===== config.mk =====
export PLATFORM = sky130hd
export DESIGN_NAME = sram_access_sequencer
export DESIGN_NICKNAME = d
export VERILOG_FILES = /design/src/rtl/sram_access_sequencer.sv
export SDC_FILE = /design/constraint.sdc
export NUM_CORES = 1
export LEC_CHECK = 0
export ABC_AREA = 1
export ABC_CLOCK_PERIOD_IN_PS = 2900
export CAP_MARGIN = 20
export CORE_MARGIN = 10
export CORE_UTILIZATION = 50
export CTS_BUF_LIST = sky130_fd_sc_hd__clkbuf_8
export CTS_CLUSTER_SIZE = 12
export DETAILED_ROUTE_END_ITERATION = 10
export PLACE_DENSITY = 0.81
export SYNTH_ARGS = -nofsm -noshare
export SYNTH_HDL_FRONTEND = slang
export SYNTH_SLANG_ARGS = --single-unit

===== constraint.sdc =====
create_clock -name clk100m -period 2.9 [get_ports clk100m]
set_input_delay 0.29 -clock clk100m [delete_from_list [all_inputs] [get_ports clk100m]]
set_output_delay 0.29 -clock clk100m [all_outputs]
set_load 0.01 [all_outputs]

===== src/rtl/sram_access_sequencer.sv =====
// sram_access_sequencer
//   Turns read-window and write-window strobes into per-cycle mode and phase codes
//   for the SRAM interface. Reads step through the half of the phase space selected by
//   column parity. Writes cycle through WR_PHASES phases, and each phase is held for
//   WR_HOLD clocks.
//   All outputs are registered from the current state, so they lag the state by one clock.
//
// Parameters
//   RD_PHASES  total read phases (even); even columns use the lower half, odd the upper
//   WR_PHASES  write phases per write cycle (1..4)
//   WR_HOLD    clocks each write phase is held (1..16)
//   RC_W       width of rdSramCount (derived)
//
// Ports
//   clk100m        system clock
//   rst_n          synchronous active-low reset
//   in_range       current pixel column inside active read window
//   col_even_odd   column parity: 0 even, 1 odd
//   inRam_wrStart  request to begin input-RAM write sequence
//   inRam_wrFinal  last write data; ends write sequence in the final write phase
//   mode           000 idle, 010 read, 1pp write phase pp
//   rdSramCount    current read phase index (held during writes)
//   wr_phase       current write phase index (0 outside write)
//   busy           sequencer not idle
//
// Build option
//   SRAM_SEQ_WRQ_EN: a write request seen during reads is queued. It is taken at the
//   next read half boundary.
module sram_access_sequencer #(
  parameter int unsigned RD_PHASES = 4,
  parameter int unsigned WR_PHASES = 2,
  parameter int unsigned WR_HOLD   = 2,
  localparam int unsigned RC_W     = $clog2(RD_PHASES)
) (
  input  logic            clk100m,
  input  logic            rst_n,
  input  logic            in_range,
  input  logic            col_even_odd,
  input  logic            inRam_wrStart,
  input  logic            inRam_wrFinal,
  output logic [2:0]      mode,
  output logic [RC_W-1:0] rdSramCount,
  output logic [1:0]      wr_phase,
  output logic            busy
);

  localparam logic [RC_W-1:0] HalfStart = RC_W'(RD_PHASES / 2);
  localparam logic [RC_W-1:0] HalfLast  = RC_W'(RD_PHASES / 2 - 1);
  localparam logic [RC_W-1:0] FullLast  = RC_W'(RD_PHASES - 1);
  localparam logic [RC_W-1:0] RdOne     = RC_W'(1);
  localparam logic [1:0]      WrLast    = 2'(WR_PHASES - 1);
  localparam logic [3:0]      HoldLast  = 4'(WR_HOLD - 1);

  typedef enum logic [1:0] {StIdle, StRd, StWr} state_e;

  state_e          state_q, state_d;
  logic [RC_W-1:0] rd_ph_q, rd_ph_d;
  logic [1:0]      wr_ph_q, wr_ph_d;
  logic [3:0]      hold_q, hold_d;
  logic [2:0]      mode_d;
  logic [RC_W-1:0] rd_cnt_d;
  logic [1:0]      wr_phase_d;
  logic            busy_d;
  logic            rd_last;
  logic            wr_req;
  logic [RC_W-1:0] rd_restart;

`ifdef SRAM_SEQ_WRQ_EN
  logic pending_q, pending_d;
  assign wr_req = inRam_wrStart | pending_q;
`else
  assign wr_req = inRam_wrStart;
`endif

  // Every read phase that ends a half is a boundary. With RD_PHASES=2 that is every phase.
  assign rd_last    = (rd_ph_q == HalfLast) || (rd_ph_q == FullLast);
  assign rd_restart = col_even_odd ? HalfStart : '0;

  // State register
  always_ff @(posedge clk100m) begin
    if (!rst_n) begin
      state_q     <= StIdle;
      rd_ph_q     <= '0;
      wr_ph_q     <= '0;
      hold_q      <= '0;
      mode        <= 3'b000;
      rdSramCount <= '0;
      wr_phase    <= 2'b00;
      busy        <= 1'b0;
`ifdef SRAM_SEQ_WRQ_EN
      pending_q   <= 1'b0;
`endif
    end else begin
      state_q     <= state_d;
      rd_ph_q     <= rd_ph_d;
      wr_ph_q     <= wr_ph_d;
      hold_q      <= hold_d;
      mode        <= mode_d;
      rdSramCount <= rd_cnt_d;
      wr_phase    <= wr_phase_d;
      busy        <= busy_d;
`ifdef SRAM_SEQ_WRQ_EN
      pending_q   <= pending_d;
`endif
    end
  end

  // Next-state logic
  always_comb begin
    state_d   = state_q;
    rd_ph_d   = rd_ph_q;
    wr_ph_d   = wr_ph_q;
    hold_d    = hold_q;
`ifdef SRAM_SEQ_WRQ_EN
    pending_d = pending_q;
`endif
    unique case (state_q)
      StIdle: begin
        if (inRam_wrFinal) begin
`ifdef SRAM_SEQ_WRQ_EN
          pending_d = 1'b0;
`endif
        end else if (wr_req) begin
          state_d   = StWr;
          wr_ph_d   = 2'b00;
          hold_d    = 4'd0;
`ifdef SRAM_SEQ_WRQ_EN
          pending_d = 1'b0;
`endif
        end else if (in_range) begin
          state_d = StRd;
          rd_ph_d = rd_restart;
        end
      end
      StRd: begin
        if (rd_last) begin
`ifdef SRAM_SEQ_WRQ_EN
          if (wr_req) begin
            state_d   = StWr;
            wr_ph_d   = 2'b00;
            hold_d    = 4'd0;
            pending_d = 1'b0;
          end else
`endif
          if (!in_range) begin
            state_d = StIdle;
          end else begin
            // Parity is only sampled here, so a mid-half change waits for the boundary.
            rd_ph_d = rd_restart;
          end
        end else begin
          rd_ph_d = rd_ph_q + RdOne;
`ifdef SRAM_SEQ_WRQ_EN
          pending_d = pending_q | inRam_wrStart;
`endif
        end
      end
      StWr: begin
        if (inRam_wrFinal && (wr_ph_q == WrLast)) begin
          state_d = StIdle;
          wr_ph_d = 2'b00;
          hold_d  = 4'd0;
        end else if (hold_q == HoldLast) begin
          hold_d  = 4'd0;
          wr_ph_d = (wr_ph_q == WrLast) ? 2'b00 : wr_ph_q + 2'd1;
        end else begin
          hold_d = hold_q + 4'd1;
        end
      end
      default: state_d = StIdle;
    endcase
  end

  // Output decode; the results are registered above.
  always_comb begin
    mode_d     = 3'b000;
    rd_cnt_d   = '0;
    wr_phase_d = 2'b00;
    busy_d     = 1'b0;
    unique case (state_q)
      StIdle: ;
      StRd: begin
        mode_d   = 3'b010;
        rd_cnt_d = rd_ph_q;
        busy_d   = 1'b1;
      end
      StWr: begin
        mode_d     = {1'b1, wr_ph_q};
        rd_cnt_d   = rdSramCount;
        wr_phase_d = wr_ph_q;
        busy_d     = 1'b1;
      end
      default: ;
    endcase
  end

endmodule


==> results of run 1 <==
-- where the power goes --
| group | switching [uW] | total (uW) | internal, uW |
|---|---|---|---|
| Sequential | 36.5 | 334 | 297 |
| Combinational | 240 | 398 | 158 |
| Clock | 83.9 | 204 | 121 |
-- final cells by class --
class / instances / area (um^2)
Clock buffer: 4 / 55.05
Fill cell: 145 / 626.9
Inverter: 14 / 52.55
Multi-Input combinational cell: 79 / 442.9
Sequential cell: 18 / 360.3
Tap cell: 17 / 21.27
Timing Repair Buffer: 13 / 130.1
-- critical path: stages, from the launching register on --
cell     delay (ns)
dfxtp_1        0.39
inv_1          0.10
ha_1           0.26
nand2_1        0.16
nand2_1        0.07
nor2_1         0.17
nand3_1        0.13
nand2_1        0.08
a21oi_1        0.06
-- flip-flops by register name, summed over array words and instances (netlist names), named ones only --
name         cells
hold_q           4
state_q          2
rd_ph_q          1
rdSramCount      2
wr_ph_q          2
wr_phase         2
busy             1
mode             3
-- path summary, 6_finish.rpt --
path                            startpoint          to  slack [ns]
worst max-delay path            state_q[1]  state_q[1]        1.37
worst min register to register  wr_ph_q[1]  wr_ph_q[1]        0.46
worst min-delay path            wr_ph_q[1]  wr_ph_q[1]        0.46
worst max register to register  state_q[1]  state_q[1]        1.37
-- synthesized netlist by cell type --
master    number
nor2_1        16
inv_2          1
ha_1           7
nand2_4        2
nand3_1        8
nand2_2        1
dfxtp_1       18
nand3b_1       1
buf_2          1
nor2_2         1
a21oi_2        2
inv_1         13
a21oi_1        9
nor3_1         1
nand2_1       24
nor2_8         1
xnor2_1        1
and3_1         1
buf_6          1
o21ai_1        2
o21ai_0        2
-- per-stage QoR --
step	setup slack, ns	total power [uW]	area, um^2
3_3_place_gp	1.403	716.9	1007
5_1_grt	1.216	1004	1062
3_5_place_dp	1.387	729.2	1007
2_1_floorplan	1.575	638.6	872.1
6_report	1.369	935.7	1062
4_1_cts	1.398	935.7	1062
-- layer usage --
layer / up-vias / share of wire (%) / wire [um] / track usage [%]
met1: 336 / 48 / 798 / 11.36
met2: 15 / 46 / 766 / 16.25
met3: 4 / 5.1 / 85 / 3.455
met4: 0 / 1.4 / 24 / 4.777
met5: - / 0 / 0 / 0
li1: 386 / - / - / -
-- logic make-up (layout without fill, tap and decap cells) --
group / count (synthesis) / in the layout / share of synthesized area (%)
buf+inv: 16 / 31 / 7.890
fa+ha+maj: 7 / 7 / 10.04
compound gates: 15 / 15 / 9.469
flops: 18 / 18 / 41.32
simple gates: 56 / 56 / 30.27
xor+xnor: 1 / 1 / 1.004
==> run_results.csv, run 1 <==
group,metric,value,unit
cells_and_area,nets,142,
sta,setup-tns-final,0,ns
drt,drt.antenna.violating_nets,0,
placement,place_hpwl,1247,um
drt,drt_first_pass_iters,4,
global_routing,grt_overflow,0,
setup_path,cp_max_fo,5,
pwr,p_leak,0.0004659,uW
sta,maxSlewHeadroom,68.74,%
sta,hold_violations,0,
clocking,postCtsSetupRepairBufs,0,
hold_path,hold_path_class,"flop to flop",
run_status,status,"completed",
clocking,clk_path_buf_depth,2,
cells_and_area,final_common_cell,"nand2_1",
cells_and_area,layout_common_cells,"nand2_1, dfxtp_1, nor2_1",
sta,skew,0.002140,ns
floorplan,die_area,0.003815,mm^2
clocking,cts_resized,0,
cells_and_area,diodes,0,
sta,fmax,0.6533,GHz
floorplan,fp.dieW,61.77,um
yosys,synth_largest_area_cell,"dfxtp_1",
clocking,cts.clk_slew.worst_paths,0.07,ns
sta,finalCriticalPeriod,1.531,ns
flow_run,maxCapViolCount,0,
drt,totalWireLength,1674,um
sta,fin_hold_ws,0.4619,ns
floorplan,ioPinCount,14,
clocking,cts_root_buf,"clkbuf_8",
floorplan,rows,15,
cells_and_area,area_delta_synth_final,21.81,%
drt,drc_errors,0,
placement,place_inst,141,
drt,wl_per_cell,11.54,um
global_routing,grt_pass1_vias,655,
pwr,irDropWorstVdd,0.0004452,V
setup_path,crit_required,3.04,ns
clocking,hold_buffers,0,
clocking,cts_max_level,1,
yosys,syn_inst,113,
drt,drt_iter0_markers,10,
placement,place_congestion,0.7521,
cells_and_area,drive_gt1_share,9.375,%
clocking,insertion_delay,0.25,ns
cells_and_area,utilization,62.89,%
setup_path,r2r_cells,8,
clocking,cts_buffers,3,
yosys,yosys_warnings,0,
global_routing,grt_pass1_wl,2822,um
yosys,synth_top_area_share,41.32,%
setup_path,crit_type,"flop to flop",
cells_and_area,stdcell_count,145,
setup_path,start_kind,"flop",
yosys,mappedNetlistNets,126,
yosys,synth.distinct_cells,21,
yosys,yosys_register_bits,18,
sta,max_slew.worst_pin.slew,0.4674,ns
pwr,p_per_area,880.8,mW/mm^2
yosys,synthTopCellsByArea,"dfxtp_1, nand2_1, ha_1",
floorplan,initial_core_util,51.63,%
global_routing,grt_max_degree,12,
clocking,cts_num_sinks,18,
setup_path,worstPathArrival,1.67,ns
hold_path,hold_path_depth,2,
sta,slew_viol_final,0,
global_routing,antenna_found_initial,0,
placement,port_buffers,13,
floorplan,core_area,0.001689,mm^2
sta,rsz0062_at_grt,"no",
floorplan,dieHeight,61.77,um
yosys,synth.avg_cell_area,7.718,um^2
sta,period_share,52.78,%
setup_path,critPathCaptureType,"flop",
global_routing,grt.total_usage,9.967,%
yosys,ys_seq_area_share,41.32,%
sta,setup_viol,0,
drt,vias_per_cell,5.110,
drt,vias,741,
clocking,cts_tree,"built",
yosys,synth.cell_area,872.1,um^2
(Power assumes the default switching activity.)
==> run 2: changes to the inputs <==
--- a/config.mk
+++ b/config.mk
@@ -6,14 +6,14 @@
 export NUM_CORES = 1
 export LEC_CHECK = 0
 export ABC_AREA = 1
-export ABC_CLOCK_PERIOD_IN_PS = 2900
+export ABC_CLOCK_PERIOD_IN_PS = 1250
 export CAP_MARGIN = 20
 export CORE_MARGIN = 10
-export CORE_UTILIZATION = 50
+export CORE_UTILIZATION = 49
 export CTS_BUF_LIST = sky130_fd_sc_hd__clkbuf_8
 export CTS_CLUSTER_SIZE = 12
 export DETAILED_ROUTE_END_ITERATION = 10
-export PLACE_DENSITY = 0.81
+export PLACE_DENSITY = 0.83
 export SYNTH_ARGS = -nofsm -noshare
 export SYNTH_HDL_FRONTEND = slang
 export SYNTH_SLANG_ARGS = --single-unit
==> constraint.sdc (replaced) <==
create_clock -name clk100m -period 1.25 [get_ports clk100m]
set_input_delay 0.125 -clock clk100m [delete_from_list [all_inputs] [get_ports clk100m]]
set_output_delay 0.125 -clock clk100m [all_outputs]
set_load 0.01 [all_outputs]
==> run 2 against run 1 <==
The run now ends with setup timing left. Non-clock buffer count is 13 higher. Via count is 12% higher. Sequential share of layout area is 6.8 points lower. Critical endpoint is now hold_q[0]. Cell count is 15% higher. Power grew to 3.0 times the previous value. Worst hold slack better by 0.016 ns. Fmax is 15% higher. Sequential cell count stayed put. Die area is 1.4% higher. Critical path depth is 1 lower. Clock skew is 0.0062 ns higher. Clock-buffer cell count stayed put.
==> run_results.csv, run 2 (synthesized netlist as in run 1, its figures left out) <==
group,metric,value,unit
run_status,status,"finished with violations",
run_status,violations,"setup timing",
cells_and_area,nets,156,
cells_and_area,final_area,0.001346,mm^2
placement,place_inst,159,
global_routing,grt_pass1_wl,3836,um
clocking,cts_buffers,3,
global_routing,grt_pass1_vias,863,
drt,topRoutingLayerUsed,"met4",
drt,drt_first_pass_iters,4,
sta,worst_slack,-0.08384,ns
cells_and_area,reg_top3,"hold_q: 4 flops, mode: 3 flops",
setup_path,critPathCaptureType,"flop",
drt,vias_per_cell,4.970,
clocking,hold_buffers,0,
pwr,irDropWorstVdd,0.001275,V
cells_and_area,utilization,78.83,%
cells_and_area,stdcell_count,167,
setup_path,crit_required,1.41,ns
cells_and_area,diodes,0,
sta,period_share,106.7,%
global_routing,grt.total_usage,11.67,%
cells_and_area,area_delta_synth_final,54.38,%
setup_path,cp-startpoint,"state_q[1]",
global_routing,antenna_found_initial,0,
setup_path,start_kind,"flop",
floorplan,fp.dieW,62.19,um
sta,fmax,0.7497,GHz
floorplan,die_area,0.003867,mm^2
drt,wl_met2,1057,um
drt,wl_per_cell,13.49,um
sta,setup_viol,7,
sta,max_slew.worst_pin.slew,0.2074,ns
flow_run,maxCapViolCount,0,
drt,m1WireLength,1043,um
cells_and_area,fillers,105,
clocking,cts_num_sinks,18,
pwr,p_per_area,2105,mW/mm^2
global_routing,grt_max_degree,11,
hold_path,hp-start,"col_even_odd",
clocking,insertion_delay,0.26,ns
sta,finalCriticalPeriod,1.334,ns
sta,hold_violations,0,
sta,skew,0.008323,ns
hold_path,hold_path_depth,3,
setup_path,worstPathArrival,1.49,ns
drt,vias,830,
cells_and_area,top_register,"hold_q",
drt,drt.antenna.violating_nets,0,
global_routing,grt_overflow,0,
clocking,cts_root_buf,"clkbuf_8",
clocking,cts_max_level,1,
cells_and_area,final_common_cell,"dfxtp_1",
floorplan,ioPinCount,14,
clocking,cts_tree,"built",
setup_path,r2r_start,"state_q[1]",
setup_path,cp_max_fo,5,
cells_and_area,largest_reg_flops,4,
cells_and_area,layout_common_cells,"dfxtp_1, nand2_1, nor2_1",
drt,totalWireLength,2252,um
placement,place_area,0.001114,mm^2
placement,place_hpwl,1396,um
floorplan,dieHeight,62.19,um
setup_path,crit_type,"flop to flop",
floorplan,core_area,0.001708,mm^2
pwr,p_total,2834,uW
pwr,p_leak,0.0006300,uW
floorplan,rows,15,
clocking,clk_path_buf_depth,2,
sta,rsz0062_at_grt,"yes",
setup_path,r2r_cells,7,
drt,wl_met3,105,um
drt,drt_iter0_markers,21,
cells_and_area,drive_gt1_share,37.32,%
placement,place_congestion,0.7947,
drt,drc_errors,0,
sta,maxSlewHeadroom,86.14,%
floorplan,initial_core_util,51.06,%
hold_path,hold_path_class,"input pin to flop",
sta,slew_viol_final,0,
placement,port_buffers,13,
clocking,cts.clk_slew.worst_paths,0.07,ns
-- run 2: changes by cell type in the layout (fill, tap and decap cells not counted), moves of 5 or more --
cell and delta:
nand2_2 +5, clkdlybuf4s50_1 -5, buf_4 +10, nand2_1 -9
-- run 2: worst paths after layout --
path	endpoint	slack (ns)
worst max-delay path	hold_q[0]	-0.08
worst min-delay path	flop	0.48
worst max register to register	hold_q[0]	-0.08
worst min register to register	wr_ph_q[1]	0.49
-- run 2: cell type report --
type | count | area [um^2] | share of cell area (%)
clock buffers | 4 | 55.05 | 4.089
inverters | 14 | 57.56 | 4.275
multi-input cells | 80 | 584.3 | 43.40
repair buffers | 26 | 252.7 | 18.77
well taps | 25 | 31.28 | 2.323
flip-flops and latches | 18 | 365.4 | 27.14
-- run 2: timing repair --
action                     CTS  global route
setup endpoints to repair   14            13
gates cloned                 1             0
setup buffers                3             0
gates resized for setup     14            26
pin swaps                    7            10
-- run 2: report_power, final --
part	switching (uW)	internal [uW]	total, uW
combinational	847	708	1550
sequential	98.9	697	796
clock	204	280	484
total	1150	1680	2830
-- run 2: worst max-delay path: stages (launching register included) --
cell and delay [ns]:
dfxtp_2 0.37, inv_4 0.06, ha_4 0.19, buf_6 0.13, nor2_4 0.18, nor2_4 0.09, xnor2_1 0.15, nor2_1 0.06
-- run 2: through the flow --
step | worst slack, ns | TNS [ns] | hold slack (ns)
final | -0.08384 | -0.4351 | 0.4783
after global routing | -0.1603 | -1.057 | 0.5053
after global placement | -0.09220 | -0.5457 | 0.4714
after CTS | -0.07246 | -0.3065 | 0.4801
after floorplan | 0.000007883 | 0 | 0.2688
after detailed placement | -0.1165 | -0.8500 | 0.4795
-- run 2: routing by layer --
layer,track usage (%),vias up
li1,-,410
met1,12.42,386
met2,20.64,28
met3,3.405,6
met4,5.143,0
met5,0,-
==> run 3: changes to the inputs <==
--- a/config.mk
+++ b/config.mk
@@ -13,6 +13,7 @@
 export CTS_BUF_LIST = sky130_fd_sc_hd__clkbuf_8
 export CTS_CLUSTER_SIZE = 12
 export DETAILED_ROUTE_END_ITERATION = 10
+export MAX_ROUTING_LAYER = met4
 export PLACE_DENSITY = 0.83
 export SYNTH_ARGS = -nofsm -noshare
 export SYNTH_HDL_FRONTEND = slang
==> run 3 against run 2 <==
Sequential cell count did not move. Clock skew about the same. Cell count is the same. Largest cell class unchanged. Routed wire length fell by 0.22%. Worst hold slack about the same. Non-clock buffer count unchanged. Global-route usage grew 0.32 points. Fmax hardly changed. Sequential share of layout area did not move. Die area is the same. Via count shrank 0.48%. Highest routed layer unchanged. The flow still finishes with violations (setup timing).
==> run_results.csv, run 3 (synthesized netlist as in run 1, its figures left out) <==
group,metric,value,unit
global_routing,grt.total_usage,11.98,%
floorplan,core_area,0.001708,mm^2
floorplan,dieHeight,62.19,um
clocking,cts_num_sinks,18,
drt,drt_iter0_markers,21,
pwr,p_leak,0.0006300,uW
setup_path,crit_required,1.41,ns
sta,setup_viol,7,
pwr,irDropWorstVdd,0.001275,V
global_routing,antenna_found_initial,0,
sta,setup-tns-final,-0.4317,ns
pwr,pwr-share-seq,28.1,%
drt,vias_per_cell,4.946,
drt,drt_first_pass_iters,4,
clocking,cts_root_buf,"clkbuf_8",
clocking,cts_tree,"built",
pwr,p_per_area,2105,mW/mm^2
pwr,switching_share,40.54,%
setup_path,path_depth,7,
floorplan,initial_core_util,51.06,%
clocking,hold_buffers,0,
placement,place_hpwl,1396,um
clocking,cts.clk_slew.worst_paths,0.07,ns
sta,worst_slack,-0.08396,ns
floorplan,fp.dieW,62.19,um
pwr,p_int,1685,uW
cells_and_area,reg_top3,"hold_q: 4 flops, mode: 3 flops",
global_routing,grt_overflow,0,
sta,skew,0.008421,ns
placement,place_congestion,0.8059,
drt,wl_per_cell,13.46,um
setup_path,critPathCaptureType,"flop",
setup_path,crit_type,"flop to flop",
sta,max_slew.worst_pin.slew,0.2074,ns
hold_path,hold_path_class,"input pin to flop",
cells_and_area,diodes,0,
cells_and_area,layout_common_cells,"dfxtp_1, nand2_1, nor2_1",
clocking,clk_path_buf_depth,2,
placement,place_worst_setup_slack,-0.1165,ns
floorplan,ioPinCount,14,
placement,place_inst,159,
cells_and_area,area_delta_synth_final,54.38,%
pwr,p_sw,1149,uW
setup_path,cp_num_buf_inv,2,
sta,finalCriticalPeriod,1.334,ns
pwr,combinationalPowerShare,54.8,%
setup_path,slowest_delay,0.37,ns
cells_and_area,top_register,"hold_q",
drt,totalWireLength,2247,um
setup_path,worstPathArrival,1.49,ns
clocking,cts_max_level,1,
pwr,power.share.clock,17.1,%
run_status,status,"finished with violations",
setup_path,cp_max_fo,5,
drt,drt.antenna.violating_nets,0,
setup_path,start_kind,"flop",
cells_and_area,largest_reg_flops,4,
clocking,cts_buffers,3,
floorplan,rows,15,
setup_path,r2r_cells,7,
flow_run,maxCapViolCount,0,
clocking,insertion_delay,0.26,ns
cells_and_area,nets,156,
sta,period_share,106.7,%
drt,vias,826,
setup_path,slowest_stage,"dfxtp_2",
sta,hold_violations,0,
drt,drc_errors,0,
floorplan,die_area,0.003867,mm^2
global_routing,grt_pass1_wl,3843,um
setup_path,crit_top_cell,"nor2_4",
placement,port_buffers,13,
sta,maxSlewHeadroom,86.14,%
sta,slew_viol_final,0,
setup_path,cp_cell_sequence,"inv_4 > ha_4 > buf_6 > nor2_4 > nor2_4 > xnor2_1 > nor2_1",
run_status,violations,"setup timing",
cells_and_area,stdcell_count,167,
sta,rsz0062_at_grt,"yes",
cells_and_area,final_common_cell,"dfxtp_1",
sta,fmax,0.7496,GHz
global_routing,grt_pass1_vias,863,
hold_path,hold_path_depth,3,
setup_path,path_delay_family,"flip-flops",
cells_and_area,drive_gt1_share,37.32,%
global_routing,grt_max_degree,11,
## run 3: cell counts in the layout (fill, tap and decap cells not counted)
No cell type changed its count.
## run 3: metal layers
layer,share of wire [%],global-route usage (%),wire length [um]
met1,47,12.83,1064
met2,47,20.64,1059
met3,3.4,2.688,77
met4,2.0,5.143,45
met5,0,-,0
## run 3: worst paths after layout
kind / to / from / slack [ns]
min reg2reg: wr_ph_q[1] / wr_ph_q[1] / 0.49
min: flop / col_even_odd / 0.48
max reg2reg: hold_q[0] / state_q[1] / -0.08
max: hold_q[0] / state_q[1] / -0.08
## run 3: what timing repair did
item,in CTS,in global routing
setup endpoints to repair,14,13
gates cloned,1,0
setup buffers,3,0
pin swaps,7,10
gates resized for setup,14,26
## run 3: final cells by class
| class | count | area [um^2] |
|---|---|---|
| multi-input cells | 80 | 584.3 |
| flip-flops and latches | 18 | 365.4 |
| fillers | 105 | 361.6 |
| inverters | 14 | 57.56 |
| well taps | 25 | 31.28 |
| clock buffers | 4 | 55.05 |
| repair buffers | 26 | 252.7 |
## run 3: worst min-delay path, cell delays in order
cell and delay [ns]:
clkdlybuf4s50_1 0.39, o21ai_1 0.13, nor2_1 0.05
## run 3: power by group through the flow
stage | combinational, uW | clock [uW] | sequential, uW
final | 1550 | 484 | 796
after global routing | 1690 | 510 | 813
after CTS | 1350 | 479 | 781
after detailed placement | 1130 | 0 | 791
after global placement | 1090 | 0 | 785
after floorplan | 755 | 0 | 796
## run 3: metrics by stage
step | power, uW | instance area, um^2 | hold slack [ns] | utilization [%]
2_1_floorplan | 1551 | 893.4 | 0.2688 | -
3_3_place_gp | 1879 | 1114 | 0.4714 | 65.20
3_5_place_dp | 1923 | 1114 | 0.4795 | 65.20
4_1_cts | 2614 | 1255 | 0.4801 | 73.48
5_1_grt | 3009 | 1346 | 0.5053 | 78.83
6_report | 2834 | 1346 | 0.4781 | 78.83
